**src/rtl/uart_tx_buf_pkg.sv**
```systemverilog
// uart_tx_buf_pkg: register map, STATUS bit positions and FSM encodings shared by the UART TX buffer
package uart_tx_buf_pkg;

    localparam logic [31:0] UART_ADDR   = 32'h3000_0000;

    localparam logic [31:0] UART_TXDATA = 32'h0;
    localparam logic [31:0] UART_STATUS = 32'h4;
    localparam logic [31:0] UART_DIV    = 32'h8;

    localparam int STAT_BUSY  = 0;
    localparam int STAT_FULL  = 1;
    localparam int STAT_EMPTY = 2;
    localparam int STAT_OVF   = 3;
    localparam int STAT_CNT   = 4;

    typedef enum logic [1:0] {
        ST_IDLE  = 2'd0,
        ST_START = 2'd1,
        ST_DATA  = 2'd2,
        ST_STOP  = 2'd3
    } state_t;

endpackage

```
**src/rtl/uart_tx_buf_sync_fifo.sv**
```systemverilog
// uart_tx_buf_sync_fifo: synchronous FIFO that accepts a push while full when a pop happens in the same cycle
module uart_tx_buf_sync_fifo #(
    parameter int W     = 8,
    parameter int DEPTH = 16,
    localparam int AW   = $clog2(DEPTH)
) (
    input  logic          clk,
    input  logic          rst,
    input  logic          push,
    input  logic          pop,
    input  logic [W-1:0]  din,
    output logic [W-1:0]  dout,
    output logic          full,
    output logic          empty,
    output logic [AW:0]   count
);
    logic [W-1:0]  mem [DEPTH];
    logic [AW-1:0] wr_ptr, rd_ptr;
    logic          do_push, do_pop;

    assign do_pop  = pop && !empty;
    assign do_push = push && (!full || do_pop);
    assign full    = count == (AW+1)'(DEPTH);
    assign empty   = count == '0;
    assign dout    = mem[rd_ptr];

    // storage array, written only on an accepted push
    always_ff @(posedge clk) begin
        if (do_push) mem[wr_ptr] <= din;
    end

    // pointers wrap naturally because DEPTH is a power of two
    always_ff @(posedge clk) begin
        if (!rst) begin
            wr_ptr <= '0;
            rd_ptr <= '0;
            count  <= '0;
        end else begin
            if (do_push) wr_ptr <= wr_ptr + 1'b1;
            if (do_pop) rd_ptr <= rd_ptr + 1'b1;
            count <= count + (AW+1)'(do_push) - (AW+1)'(do_pop);
        end
    end

endmodule

```
**src/rtl/uart_tx_buf.sv**
```systemverilog
// uart_tx_buf: memory-mapped 8N1 UART transmitter with a TX FIFO, sticky overflow and programmable divisor
module uart_tx_buf
    import uart_tx_buf_pkg::*;
#(
    parameter int          CLK_HZ     = 50_000_000,
    parameter int          BAUD       = 115200,
    parameter int          FIFO_DEPTH = 16,
    parameter logic [31:0] BASE_ADDR  = UART_ADDR
) (
    input  logic        clk,
    input  logic        rst,
    input  logic        we_i,
    input  logic [31:0] waddr_i,
    input  logic [31:0] wdata_i,
    input  logic [31:0] raddr_i,
    output logic [31:0] rdata_o,
    output logic        full_o,
    output logic        busy_o,
    output logic        tx_o
);
    localparam int          CW      = $clog2(FIFO_DEPTH) + 1;
    localparam logic [15:0] DIV_RST = 16'(CLK_HZ / BAUD);

    state_t          state;
    logic [15:0]     div, cur_div, cnt;
    logic [7:0]      shift, fifo_dout;
    logic [2:0]      bit_idx;
    logic [CW-1:0]   count;
    logic [31:0]     status;
    logic            ovf, empty, pop, push_req, wr_status, wr_div, cnt_last;
    logic            unused_wdata;

    assign push_req     = we_i && waddr_i == BASE_ADDR + UART_TXDATA;
    assign wr_status    = we_i && waddr_i == BASE_ADDR + UART_STATUS;
    assign wr_div       = we_i && waddr_i == BASE_ADDR + UART_DIV;
    assign cnt_last     = cnt == cur_div - 16'd1;
    assign pop          = !empty && (state == ST_IDLE || (state == ST_STOP && cnt_last));
    assign busy_o       = !empty || state != ST_IDLE;
    assign unused_wdata = ^wdata_i[31:16];

    uart_tx_buf_sync_fifo #(.W(8), .DEPTH(FIFO_DEPTH)) u_fifo (
        .clk   (clk),
        .rst   (rst),
        .push  (push_req),
        .pop   (pop),
        .din   (wdata_i[7:0]),
        .dout  (fifo_dout),
        .full  (full_o),
        .empty (empty),
        .count (count)
    );

    // STATUS word assembled from live FIFO/FSM state and the sticky overflow flag
    always_comb begin
        status                   = '0;
        status[STAT_BUSY]        = busy_o;
        status[STAT_FULL]        = full_o;
        status[STAT_EMPTY]       = empty;
        status[STAT_OVF]         = ovf;
        status[STAT_CNT +: CW]   = count;
    end

    // read mux; TXDATA and unmapped addresses read as zero
    always_comb begin
        rdata_o = raddr_i == BASE_ADDR + UART_STATUS ? status :
                  raddr_i == BASE_ADDR + UART_DIV    ? {16'h0, div} : 32'h0;
    end

    // divisor register (clamped to 2) and sticky overflow; setting wins over a same-cycle clear
    always_ff @(posedge clk) begin
        if (!rst) begin
            div <= DIV_RST;
            ovf <= 1'b0;
        end else begin
            if (wr_div) div <= wdata_i[15:0] < 16'd2 ? 16'd2 : wdata_i[15:0];
            ovf <= (push_req && full_o && !pop) || (ovf && !(wr_status && wdata_i[STAT_OVF]));
        end
    end

    // frame FSM; the divisor is latched per frame so DIV writes only affect the next start bit
    always_ff @(posedge clk) begin
        if (!rst) begin
            state   <= ST_IDLE;
            tx_o    <= 1'b1;
            cnt     <= '0;
            cur_div <= DIV_RST;
            shift   <= '0;
            bit_idx <= '0;
        end else begin
            case (state)
                ST_IDLE: if (pop) begin
                    state   <= ST_START;
                    tx_o    <= 1'b0;
                    cnt     <= '0;
                    shift   <= fifo_dout;
                    cur_div <= div;
                end
                ST_START: if (cnt_last) begin
                    state   <= ST_DATA;
                    tx_o    <= shift[0];
                    cnt     <= '0;
                    bit_idx <= '0;
                end else cnt <= cnt + 16'd1;
                ST_DATA: if (cnt_last) begin
                    cnt <= '0;
                    if (bit_idx == 3'd7) begin
                        state <= ST_STOP;
                        tx_o  <= 1'b1;
                    end else begin
                        bit_idx <= bit_idx + 3'd1;
                        shift   <= shift >> 1;
                        tx_o    <= shift[1];
                    end
                end else cnt <= cnt + 16'd1;
                ST_STOP: if (cnt_last) begin
                    cnt  <= '0;
                    tx_o <= !pop;
                    if (pop) begin
                        state   <= ST_START;
                        shift   <= fifo_dout;
                        cur_div <= div;
                    end else state <= ST_IDLE;
                end else cnt <= cnt + 16'd1;
                default: state <= ST_IDLE;
            endcase
        end
    end

endmodule
```
**config.mk**
```make
export PLATFORM = sky130hd
export DESIGN_NAME = uart_tx_buf
export DESIGN_NICKNAME = d
export VERILOG_FILES = /design/src/rtl/uart_tx_buf_pkg.sv /design/src/rtl/uart_tx_buf_sync_fifo.sv /design/src/rtl/uart_tx_buf.sv
export SDC_FILE = /design/constraint.sdc
export NUM_CORES = 1
export LEC_CHECK = 0
export BUFFER_PORTS_ARGS = -buffer_cell sky130_fd_sc_hd__buf_4
export CORE_ASPECT_RATIO = 1.1
export CORE_MARGIN = 2
export CORE_UTILIZATION = 45
export DETAILED_ROUTE_END_ITERATION = 6
export PLACE_DENSITY = 0.77
export SKIP_LAST_GASP = 1
export SYNTH_ARGS = -nofsm -noshare
export SYNTH_HDL_FRONTEND = slang
export SYNTH_HIERARCHICAL = 1
export SYNTH_SLANG_ARGS = --single-unit
```
**constraint.sdc**
```tcl
create_clock -name clk -period 4.2 [get_ports clk]
set_clock_uncertainty 0.2 [all_clocks]
set_input_delay 0.21 -clock clk [delete_from_list [all_inputs] [get_ports clk]]
set_output_delay 0.21 -clock clk [all_outputs]
set_load 0.02 [all_outputs]
```
## Word-level counts from Yosys, hierarchy flattened

Memory sizes are Yosys's and may differ from the RTL's. A register that Yosys moved wholly into a read port is not among the register bits.
Index checks and enable logic that the tools add are counted.

- Register bits: 76
- Bits in latches: 0
- RAM bits: 128
- ROM bits: 0
- Input bits: 99
- Output and inout port bits: 35
- Word-level logic and storage cells: 103
- Memories: 1

Memories:

| name | words | width | rd ports | clocked after Yosys merged registers in | write ports | line | text |
|---|---|---|---|---|---|---|---|
| u_fifo.mem | 16 | 8 | 1 | 1 | 1 | uart_tx_buf_sync_fifo.sv:17 | `logic [W-1:0] mem [DEPTH];` |

- Add/sub/neg operators: 7
- Multiply operators: 0
- Divide/modulo/power cells: 0
- Order comparisons: 1
- Equal/unequal tests: 17
- Shift-type cells: 0
- Muxes and demuxes: 35
- Bitwise logic cells: 0
- Reduce and logical (&&, ||, !) cells: 31

Operators with widths:

| kind | count |
|---|---|
| == test 32 x 30 -> 1 bit (second input constant) | 5 |
| 2-to-1 mux 16 bit | 7 |
| case mux 16 bit (2 select lines) | 2 |
| 2-to-1 mux 8 bit | 4 |
| case mux 8 bit (3 select lines) | 1 |
| adder 16 x 1 -> 16 bit (second input constant) | 1 |
| == test 16 bit | 1 |
| less-than comparator 16 x 2 -> 1 bit (second input constant) | 1 |
| subtractor 16 x 1 -> 16 bit (second input constant) | 1 |
| inequality test 2 bit (second input constant) | 6 |
| AND reduction 4 bit | 3 |
| logical AND 1 bit | 11 |
| 2-to-1 mux 2 bit | 5 |
| 2-to-1 mux 3 bit | 3 |
| adder 4 x 1 -> 4 bit (second input constant) | 2 |
| 2-to-1 mux 1 bit | 8 |
| 2-to-1 mux 4 bit | 2 |
| case mux 2 bit (4 select lines) | 1 |
| case mux 3 bit (2 select lines) | 1 |
| nonzero test 2 bit | 3 |
| adder 5 x 1 -> 5 bit | 1 |
| == test 5 bit (second input constant) | 1 |
| zero test 5 bit | 1 |
| AND reduction 5 bit | 1 |
| 12 further kinds | 19 |

## Longest topological paths before layout

Gate-level depths: netlist of run 1.

- Depth after elaboration: 10
- Gate-level depth with buffers: 20
- Gate-level depth less buffers: 19

## Hierarchy

Netlist of run 1, hierarchy kept.

Modules (own cells, without submodules):

| module | instances | cells an instance | area an instance (um^2) | sequential area each (um^2) |
|---|---|---|---|---|
| uart_tx_buf_sync_fifo | 1 | 310 | 5841.9 | 4184.0 |
| uart_tx_buf | 1 | 477 | 3921.3 | 1261.2 |

## Worst setup path after synthesis of run 1

OpenSTA, ideal clock, no wires.

- Path type: register to register
- Start point: reg cur_div[0]
- End point: reg u_fifo.count[4]
- Library setup time: 0.116 ns
- Arrival time: 4.256 ns
- Required time: 3.884 ns
- Path slack: -0.372 ns
- Stages on the path, launching flop included: 21
- Path buffers: 2
- Period minus slack after synthesis: 4.572 ns
- Path through: dfxtp_1 > inv_1 > ha_1 > xor2_1 > a211o_1 > a211o_1 > nor4_2 > and4_4 > buf_6 > a21oi_1 > nor2_1 > o21ai_1 > buf_2 > ha_1 > inv_1 > ha_1 > fa_1 > a21oi_1 > nor2_1 > or3_1 > and3_1

- Cells in the longest elaborated chain, start to end: 10

Ends and longest elaborated chain:

| what | line | text |
|---|---|---|
| start: declaration | uart_tx_buf.sv:25 | `logic [15:0] div, cur_div, cnt;` |
| start signal: assignment | uart_tx_buf.sv:96 | `cur_div <= div;` |
| start signal: assignment | uart_tx_buf.sv:121 | `cur_div <= div;` |
| subtractor 16 x 1 -> 16 bit * | uart_tx_buf.sv:36 | `assign cnt_last = cnt == cur_div - 16'd1;` |
| == test 16 bit * | uart_tx_buf.sv:36 |  |
| logical AND 1 bit * | uart_tx_buf.sv:37 | `assign pop = !empty && (state == ST_IDLE \|\| (state == ST_STOP && cnt_last));` |
| logical OR 1 bit * | uart_tx_buf.sv:37 |  |
| logical AND 1 bit * | uart_tx_buf.sv:37 |  |
| net pop | uart_tx_buf.sv:30 | `logic ovf, empty, pop, push_req, wr_status, wr_div, cnt_last;` |
| logical AND 1 bit * | uart_tx_buf_sync_fifo.sv:21 | `assign do_pop = pop && !empty;` |
| logical OR 1 bit | uart_tx_buf_sync_fifo.sv:22 | `assign do_push = push && (!full \|\| do_pop);` |
| logical AND 1 bit | uart_tx_buf_sync_fifo.sv:22 |  |
| adder 5 x 1 -> 5 bit | uart_tx_buf_sync_fifo.sv:41 | `count <= count + (AW+1)'(do_push) - (AW+1)'(do_pop);` |
| subtractor 5 x 1 -> 5 bit * | uart_tx_buf_sync_fifo.sv:41 |  |
| end signal: assignment | uart_tx_buf_sync_fifo.sv:41 |  |
| end: declaration | uart_tx_buf_sync_fifo.sv:15 | `output logic [AW:0] count` |

The timed path passes the listed nets; every way through them passes the cells marked *.
A chain may end at the register's enable or synchronous reset.

## Final worst setup path of run 1

Same ends and word-level chain as after synthesis.

==> impl_metrics.yaml, run 1 <==
status:
  status: "complete, no violations"
route:
  avgRoutedWirePerCell_um: 18.8
  finalWirelength_mm: 23.3
  drt_iter0_drc: 530
  drt-pass1-iter-count: 5
  drc: 0
  via_per_inst: 5.56
  vias: 6875
  postRouteAntennaNets: 0
synthesis:
  synth_top_family_by_area: "simple AND/OR/NAND/NOR gates"
  synth-simple-area-share_pct: 14.3
  yosysSeqAreaShare_pct: 55.8
  synth_warnings: 6
  synth-main-ff-cell: "edfxtp_1"
  syn_area_um2: 9760
  synthAdderAreaFrac_pct: 2.77
  yosys-mux-area-fraction_pct: 10.7
  syn_avg_cell_area_um2: 12.4
  synthTopCellsByArea: "edfxtp_1 (39%), dfxtp_1 (16%), mux4_2 (4.2%), mux4_1 (3.8%), nand2_1 (2.6%)"
  synth_xor_area_share_pct: 2.87
  yosysMostFrequentCell: "edfxtp_1"
  synth_common_cells: "edfxtp_1 (128), dfxtp_1 (80), nand2_1 (68), nor2_1 (38), inv_1 (32)"
  synthDistinctLibCells: 71
  synth_top_area_share_pct: 39.4
  ys_ff_latch: 208
  synthCells: 787
  synth.largest_area_cell: "edfxtp_1"
  synth_compound_area_share_pct: 9.02
  synth-async-reset-ratio_pct: 0
  synth-edff-count: 128
layout:
  areaGrowthSynthToFinish_pct: 22.4
  fin_cells: 1237
  drive_above_1_share_pct: 24.9
  antenna_cells: 0
  nFillCells: 1723
  fin_nets: 1051
clocking:
  h-tree-depth: 1
  clk_latency_ns: 0.50
  cts_tree: "yes"
  cts_sinks: 208
  clockBufferDepth: 3
  cts_buffers: 23
  cts_root_buffer: "clkbuf_16"
  cts.clk_slew.worst_paths_ns: 0.06
timing:
  tns_ns: 0
  fin_crit_sh_pct: 97.6
  slew_headroom_pct: 36.8
  fmax_ghz: 0.244
  setup_ws_ns: 0.101
  hold_violations: 0
  setup_viol: 0
  period_minus_slack_ns: 4.10
  holdWs_ns: 0.0638
  drv_slew: 0
  max_slew.worst_pin.slew_ns: 0.945
power:
  p_sw_share_pct: 29.6
  seqPwrFrac_pct: 40.2
  powerDensity_nw_per_um2: 498
  leakage_nw: 4.40
  pwr-share-clk_pct: 32.2
  ir_drop_uv: 504
  p_total_mw: 5.94
  switchingPower_mw: 1.76
  p_comb_share_pct: 27.5
  p_int_mw: 4.19
placed_design:
  post-place-ws_ns: 0.0705
  numPortBuffers: 101
  dp_hpwl_mm: 15.3
  dp.cells: 1167
  place.gp.congestion: 0.855
setup_path:
  r2r-end: "u_fifo/count[4]"
  crit_chain: "inv_2, ha_4, nor4b_4, buf_4, xnor2_1, or4_1, a22oi_2, and4_4, a21oi_4, nor2_4, o21ai_4, ha_4, inv_1, ha_2, fa_2, a21oi_2, nor2_2, or3_1, and3_1"
  cp_num_buf_inv: 3
  r2r_start: "cur_div[0]"
  path_delay_family: "simple AND/OR/NAND/NOR gates"
  cpPeakStageDelay_ns: 0.52
  critPathSlowestCell: "or4_1"
  cp.required_ns: 4.39
  crit_path_frequent_cell: "ha_4"
  path_max_fanout: 5
  start_kind: "register"
  r2r_cells: 19
  r2r_slack_ns: 0.10
  path_class: "register to register"
  cp-end-kind: "register"
  arrival_ns: 4.29
global_route:
  antenna_found_initial: 0
  grt_pass1_vias: 6575
  grt.total_usage_pct: 19.8
  grt_max_degree: 51
  grt_pass1_wl_mm: 35.2
  overflow: 0
floorplanning:
  num_io_pins: 134
  die_h_um: 158
  initial_core_util_pct: 45.8
  dieArea_um2: 22900
  row_count: 56
  fp.coreArea_um2: 21300
  die_w_um: 144
hold_path:
  whs_path_depth: 5
  min-delay-path-class: "input pin to register"
  hold_start: "waddr_i[3]"
  whs_endpoint: "div[9]"
flow_run:
  maxCapViolCount: 0
cell type report:
type / count / area, um2 / share of cell area (%)
clock buffer: 34 / 651 / 5.45
multi-input combinational: 509 / 4050 / 33.9
tap: 290 / 363 / 3.04
inverter: 32 / 123 / 1.03
sequential: 208 / 5460 / 45.7
timing repair buffer: 157 / 1230 / 10.3
clock inverter: 7 / 73.8 / 0.618
worst min-delay path, stage by stage:
cell and delay, ns:
buf_4 0.10, nand3b_1 0.07, buf_4 0.20, nand2_1 0.08
a21oi_1 0.05
flip-flops by register name (all words and copies together), names as in the netlist, 4 cells and up, named ones only:
name and count:
u_fifo/wr_ptr 4, u_fifo/mem 128, div 16, shift 8
u_fifo/rd_ptr 4, u_fifo/count 5, cnt 16, cur_div 16
power by group through the flow:
stage / Clock, mW / Combinational (mW) / Sequential [mW]
global route: 2.04 / 1.78 / 2.41
floorplan: 0 / 1.22 / 2.35
detailed placement: 0 / 1.55 / 2.44
global placement: 0 / 1.51 / 2.43
CTS: 1.95 / 1.58 / 2.39
finish: 1.92 / 1.64 / 2.39
per-stage QoR:
| step | util, % | area [um2] |
|---|---|---|
| final | 56.1 | 11900 |
| after global routing | 56.1 | 11900 |
| after CTS | 55.4 | 11800 |
| after detailed placement | 51.1 | 10900 |
| after global placement | 51.1 | 10900 |
| after floorplan | - | 9880 |
what timing repair did:
| item | in CTS | in global routing |
|---|---|---|
| buffers inserted | 0 | 8 |
| setup endpoints to repair | 0 | 1 |
| hold buffers | 21 | 0 |
| gates resized for setup | 0 | 20 |
| endpoints found under the hold margin | 145 | 0 |
placed cells by master (no fill, tap or decap), types with 9 or more instances in the layout:
master / n
dlygate4sd3_1: 21
nand2_1: 67
dfxtp_1: 73
buf_4: 136
nor3b_1: 10
clkbuf_16: 23
conb_1: 16
mux2i_1: 19
xnor2_1: 21
a22o_1: 9
and2_1: 28
a22oi_1: 24
nand3_1: 23
xor2_1: 11
nor4_1: 19
and3_1: 12
nor2_1: 36
nor3_1: 15
o21ai_0: 20
mux4_1: 14
ha_1: 17
inv_1: 30
edfxtp_1: 128
a21oi_1: 18
mux4_2: 18
a21o_1: 9
metal layers:
| layer | vias up | GRT usage, % | part of all wire, % |
|---|---|---|---|
| met5 | - | 0 | 0 |
| met4 | 0 | 5.59 | 2.4 |
| met3 | 45 | 2.47 | 5.8 |
| met2 | 245 | 34.5 | 51 |
| met1 | 3356 | 26.1 | 40 |
| li1 | 3229 | - | - |
worst max path at each step:
stage	startpoint	to	slack, ns	cells past startpoint
2_1_floorplan	cur_div[0]	u_fifo/count[4]	0.03	20
3_3_place_gp	cur_div[1]	u_fifo/count[4]	0.14	17
3_5_place_dp	cur_div[1]	u_fifo/count[4]	0.07	17
4_1_cts	cur_div[1]	u_fifo/count[4]	0.04	17
5_1_grt	cur_div[0]	u_fifo/count[4]	-0.06	19
6_report	cur_div[0]	u_fifo/count[4]	0.10	19
logic make-up after synthesis:
| logic type | count (synthesis) |
|---|---|
| flops | 208 |
| mux | 58 |
| buf+inv | 85 |
| xor+xnor | 32 |
| simple gates | 257 |
| compound gates | 125 |
| fa+ha+maj | 21 |
| other cells | 1 |
(Power assumes the default switching activity.)
==> run 2, diff against run 1 <==
--- a/config.mk
+++ b/config.mk
@@ -10,9 +10,9 @@
 export CORE_MARGIN = 2
 export CORE_UTILIZATION = 45
 export DETAILED_ROUTE_END_ITERATION = 6
-export PLACE_DENSITY = 0.77
+export PLACE_DENSITY = 0.78
+export SETUP_SLACK_MARGIN = 0.15
 export SKIP_LAST_GASP = 1
 export SYNTH_ARGS = -nofsm -noshare
 export SYNTH_HDL_FRONTEND = slang
-export SYNTH_HIERARCHICAL = 1
 export SYNTH_SLANG_ARGS = --single-unit
==> impl_metrics.yaml, run 2 <==
status:
  status: "complete, no violations"
global_route:
  overflow: 0
  grt_max_degree: 46
  grt_pass1_vias: 6193
  grt_pass1_wl_mm: 33.4
  antenna_found_initial: 0
  grt.total_usage_pct: 19.1
synthesis:
  synth-main-ff-cell: "edfxtp_1"
  synth-async-reset-ratio_pct: 0
  synthDistinctLibCells: 68
  synth_common_cells: "edfxtp_1 (128), dfxtp_1 (80), nor2_1 (51), mux4_2 (40), nand2_1 (37)"
  synthCells: 742
  syn_avg_cell_area_um2: 13.0
  yosysMostFrequentCell: "edfxtp_1"
  synth-edff-count: 128
  syn_area_um2: 9650
  synth.largest_area_cell: "edfxtp_1"
  synthTopCellsByArea: "edfxtp_1 (40%), dfxtp_1 (17%), mux4_2 (9.3%), mux2i_1 (2.7%), ha_1 (2.5%)"
  synth_top_area_share_pct: 39.8
  ys_ff_latch: 208
  yosysSeqAreaShare_pct: 56.5
  synth_warnings: 0
floorplanning:
  row_count: 56
  fp.coreArea_um2: 21200
  die_h_um: 158
  num_io_pins: 134
  die_w_um: 144
  dieArea_um2: 22600
  initial_core_util_pct: 45.6
route:
  drc: 0
  drt_iter0_drc: 543
  avgRoutedWirePerCell_um: 18.6
  vias: 6629
  drt-pass1-iter-count: 5
  postRouteAntennaNets: 0
  finalWirelength_mm: 22.0
  via_per_inst: 5.60
setup_path:
  r2r_start: "cur_div[0]"
  arrival_ns: 4.19
  path_class: "register to register"
  cp.required_ns: 4.38
  path_max_fanout: 5
  start_kind: "register"
  cp-end-kind: "register"
  cp-startpoint: "cur_div[0]"
clocking:
  cts.clk_slew.worst_paths_ns: 0.06
  h-tree-depth: 1
  cts_buffers: 22
  clk_latency_ns: 0.53
  cts_sinks: 208
  cts_root_buffer: "clkbuf_16"
  clockBufferDepth: 3
  cts_tree: "yes"
layout:
  fin_nets: 997
  areaGrowthSynthToFinish_pct: 21.6
  antenna_cells: 0
  drive_above_1_share_pct: 27.2
  largest_reg_flops: 128
  regMostFlops: "u_fifo.mem"
  final_common_cell: "edfxtp_1"
  layout_common_cells: "edfxtp_1 (128), buf_4 (121), dfxtp_1 (76)"
  nFillCells: 1698
timing:
  hold_violations: 0
  period_minus_slack_ns: 4.01
  max_slew.worst_pin.slew_ns: 1.05
  fmax_ghz: 0.249
  setup_viol: 0
  grt_setup_unrepaired: "yes"
  slew_headroom_pct: 29.5
  tns_ns: 0
  fin_crit_sh_pct: 95.4
  drv_slew: 0
hold_path:
  min-delay-path-class: "input pin to register"
  hold_start: "waddr_i[30]"
placed_design:
  dp_hpwl_mm: 14.7
  numPortBuffers: 101
  place.gp.congestion: 0.858
power:
  ir_drop_uv: 446
  p_total_mw: 6.00
  leakage_nw: 4.30
  powerDensity_nw_per_um2: 511
flow_run:
  maxCapViolCount: 0
run 2: cell count changes after synthesis, moves of 14 or more:
cell / change
mux4_1: -14
and3_1: +15
mux4_2: +22
and2_1: -17
nand2_1: -31
a22oi_1: -16
run 2: timing repair:
item | CTS | global route
setup buffers | 0 | 7
hold endpoints to repair | 167 | 0
hold buffers | 24 | 0
gates resized for setup | 2 | 23
pin swaps | 1 | 15
endpoints found under the setup margin | 1 | 14
run 2: area by class of cell:
cell class	count	area (um2)	area share, %
inverters	20	75.1	0.640
flip-flops and latches	208	5450	46.5
well taps	290	363	3.09
multi-input cells	479	3990	34.0
clock buffers	35	619	5.28
repair buffers	147	1180	10.1
clock inverters	5	50.0	0.427
run 2: stage by stage:
stage | setup slack, ns | cells | cell area (um2) | hold slack [ns] | utilization [%]
floorplan | 0.289 | 757 | 9700 | 0.109 | -
global placement | 0.230 | 1113 | 10700 | 0.250 | 50.5
detailed placement | 0.108 | 1113 | 10700 | 0.251 | 50.5
CTS | 0.189 | 1177 | 11600 | 0.268 | 54.8
global route | 0.0651 | 1184 | 11700 | 0.299 | 55.4
finish | 0.191 | 1184 | 11700 | 0.269 | 55.4
run 2: metal layers:
metal / wire length (um) / up-vias / part of all wire [%] / track usage (%)
met5: 0 / - / 0 / 0
li1: - / 3106 / - / -
met1: 8890 / 3255 / 40 / 24.5
met2: 11200 / 230 / 51 / 33.4
met4: 514 / 0 / 2.3 / 5.98
met3: 1430 / 38 / 6.5 / 3.04
run 2: worst max-delay path, cell delays in order (launching register included):
cell     delay, ns
dfxtp_4       0.35
inv_2         0.06
ha_4          0.14
or3b_4        0.41
nor3_4        0.24
a41oi_2       0.15
nor3_2        0.29
nand4_2       0.15
o31a_2        0.41
or3_4         0.43
nand2_4       0.09
ha_4          0.13
inv_2         0.04
fa_2          0.36
inv_2         0.06
a21oi_2       0.04
nor2_1        0.13
or3_1         0.15
a21oi_2       0.05
run 2: final timing paths:
check / endpoint / slack, ns / cells past startpoint
worst min register to register: bit_idx[1] / 0.28 / 2
worst max-delay path: u_fifo.count[4] / 0.19 / 18
worst min-delay path: u_fifo.count[0] / 0.27 / 7
worst max register to register: u_fifo.count[4] / 0.19 / 18
run 2: where the power goes:
part           leakage (nW)  switching [mW]  internal, mW  total (mW)
Clock                 0.326           0.769          1.02        1.79
Combinational          2.18           0.946         0.890        1.84
Sequential             1.80           0.114          2.26        2.37
Total                  4.30            1.83          4.17        6.00
run 2: logic make-up (layout without fill, tap and decap cells):
| kind of cell | count (synthesis) | in the layout | synth area share, % |
|---|---|---|---|
| buffers and inverters | 70 | 207 | 3.66 |
| adders and majority gates | 20 | 20 | 2.67 |
| AOI/OAI and AO/OA | 116 | 116 | 8.69 |
| other | 1 | 16 | 0.0389 |
| DFF | 208 | 208 | 56.5 |
| muxes | 75 | 75 | 13.1 |
| xor gates and xnor gates | 29 | 29 | 2.63 |
| and+or+nand+nor | 223 | 223 | 12.7 |
==> run 3, diff against run 2 <==
--- a/config.mk
+++ b/config.mk
@@ -10,7 +10,7 @@
 export CORE_MARGIN = 2
 export CORE_UTILIZATION = 45
 export DETAILED_ROUTE_END_ITERATION = 6
-export PLACE_DENSITY = 0.78
+export PLACE_DENSITY = 0.75
 export SETUP_SLACK_MARGIN = 0.15
 export SKIP_LAST_GASP = 1
 export SYNTH_ARGS = -nofsm -noshare
==> constraint.sdc (replaced) <==
create_clock -name clk -period 3.9 [get_ports clk]
set_clock_uncertainty 0.2 [all_clocks]
set_input_delay 0.195 -clock clk [delete_from_list [all_inputs] [get_ports clk]]
set_output_delay 0.195 -clock clk [all_outputs]
set_load 0.02 [all_outputs]
==> impl_metrics.yaml, run 3 (same netlist as run 2, synthesis figures left out) <==
timing:
  slew_headroom_pct: 29.3
  setup_ws_ns: 0.0219
  period_minus_slack_ns: 3.88
  hold_violations: 0
  fin_crit_sh_pct: 99.4
  tns_ns: 0
  grt_setup_unrepaired: "yes"
  drv_slew: 0
  holdWs_ns: 0.0870
  max_slew.worst_pin.slew_ns: 1.06
  setup_viol: 0
  fmax_ghz: 0.258
layout:
  multi_input_area_um2: 4040
  fin_cells: 1213
  fin_area_um2: 12200
  largest_reg_flops: 128
  regMostFlops: "u_fifo.mem"
  layout_common_cells: "buf_4 (147), edfxtp_1 (128), dfxtp_1 (74)"
  nFillCells: 1629
  areaGrowthSynthToFinish_pct: 26.3
  antenna_cells: 0
  fin_util_pct: 57.6
  final_common_cell: "buf_4"
  drive_above_1_share_pct: 30.4
  seqCellArea_um2: 5460
  fin_nets: 1027
setup_path:
  start_kind: "register"
  r2r_slack_ns: 0.02
  cp-startpoint: "cur_div[1]"
  path_class: "register to register"
  cp-end-kind: "register"
  r2r-end: "u_fifo.count[4]"
  r2r_start: "cur_div[1]"
  arrival_ns: 4.07
  cp.required_ns: 4.09
  path_max_fanout: 3
  r2r_cells: 18
floorplanning:
  fp.coreArea_um2: 21200
  num_io_pins: 134
  initial_core_util_pct: 45.6
  dieArea_um2: 22600
  die_h_um: 158
  row_count: 56
  die_w_um: 144
clocking:
  h-tree-depth: 1
  cts_sinks: 208
  cts_buffers: 22
  clockBufferDepth: 3
  cts_root_buffer: "clkbuf_16"
  cts_tree: "yes"
  clk_latency_ns: 0.51
  cts.clk_slew.worst_paths_ns: 0.06
global_route:
  grt_pass1_wl_mm: 34.7
  antenna_found_initial: 0
  grt_pass1_vias: 6514
  overflow: 0
  grt.total_usage_pct: 19.8
  grt_max_degree: 33
hold_path:
  hold_start: "waddr_i[31]"
  min-delay-path-class: "input pin to register"
  whs_endpoint: "ovf"
  whs_path_depth: 6
route:
  avgRoutedWirePerCell_um: 18.9
  drt_iter0_drc: 522
  via_per_inst: 5.63
  finalWirelength_mm: 23.0
  drt-pass1-iter-count: 5
  drc: 0
  postRouteAntennaNets: 0
  vias: 6826
placed_design:
  dp.cells: 1137
  post-place-ws_ns: 0.0797
  place.gp.congestion: 0.825
  dp_hpwl_mm: 15.0
  placed_area_um2: 10900
  numPortBuffers: 101
power:
  p_total_mw: 6.91
  powerDensity_nw_per_um2: 567
  ir_drop_uv: 403
  leakage_nw: 4.54
status:
  status: "complete, no violations"
flow_run:
  maxCapViolCount: 0
## run 3: power by group
part           leakage, nW  switching, mW  internal (mW)
Combinational         2.35           1.04           1.01
Clock                0.396          0.858           1.46
Sequential            1.80          0.110           2.43
Total                 4.54           2.01           4.91
## run 3: what timing repair did
action	in CTS	in global routing
buffers inserted	5	5
endpoints found under the hold margin	167	0
resized for setup	15	12
hold buffers	27	0
pin swaps	9	9
setup endpoints to repair	1	2
## run 3: how the worst max path moves through the flow
stage / depth (start not counted) / slack, ns / end
6_report: 18 / 0.02 / u_fifo.count[4]
4_1_cts: 16 / 0.15 / u_fifo.count[4]
3_5_place_dp: 19 / 0.08 / u_fifo.count[4]
5_1_grt: 18 / -0.11 / u_fifo.count[4]
3_3_place_gp: 19 / 0.13 / u_fifo.count[4]
2_1_floorplan: 16 / 0.20 / u_fifo.count[4]
## run 3: area by class of cell
class                      count  area share, %
sequential                   208           44.8
multi-input combinational    479           33.2
timing repair buffer         177           11.7
clock buffer                  26           4.72
tap                          290           2.98
clock inverter                13           2.01
inverter                      20          0.616
## run 3: layer usage
metal  GRT usage (%)  wire length, um
met1            25.2             9330
met2            35.8            12200
met3            2.65             1040
met4            4.90              435
met5               0                0
## run 3: worst max-delay path, cell delays in order (launching register included)
cell and delay, ns:
dfxtp_2 0.33, inv_2 0.07, ha_4 0.14, or3b_4 0.40
nor3_4 0.20, a41oi_2 0.15, nor3_2 0.30, nand4_2 0.16
o31a_4 0.40, or3_4 0.36, nand2_4 0.07, ha_4 0.13
inv_2 0.04, fa_2 0.35, inv_1 0.08, a21oi_2 0.05
nor2_1 0.14, or3_1 0.14, a21oi_2 0.04
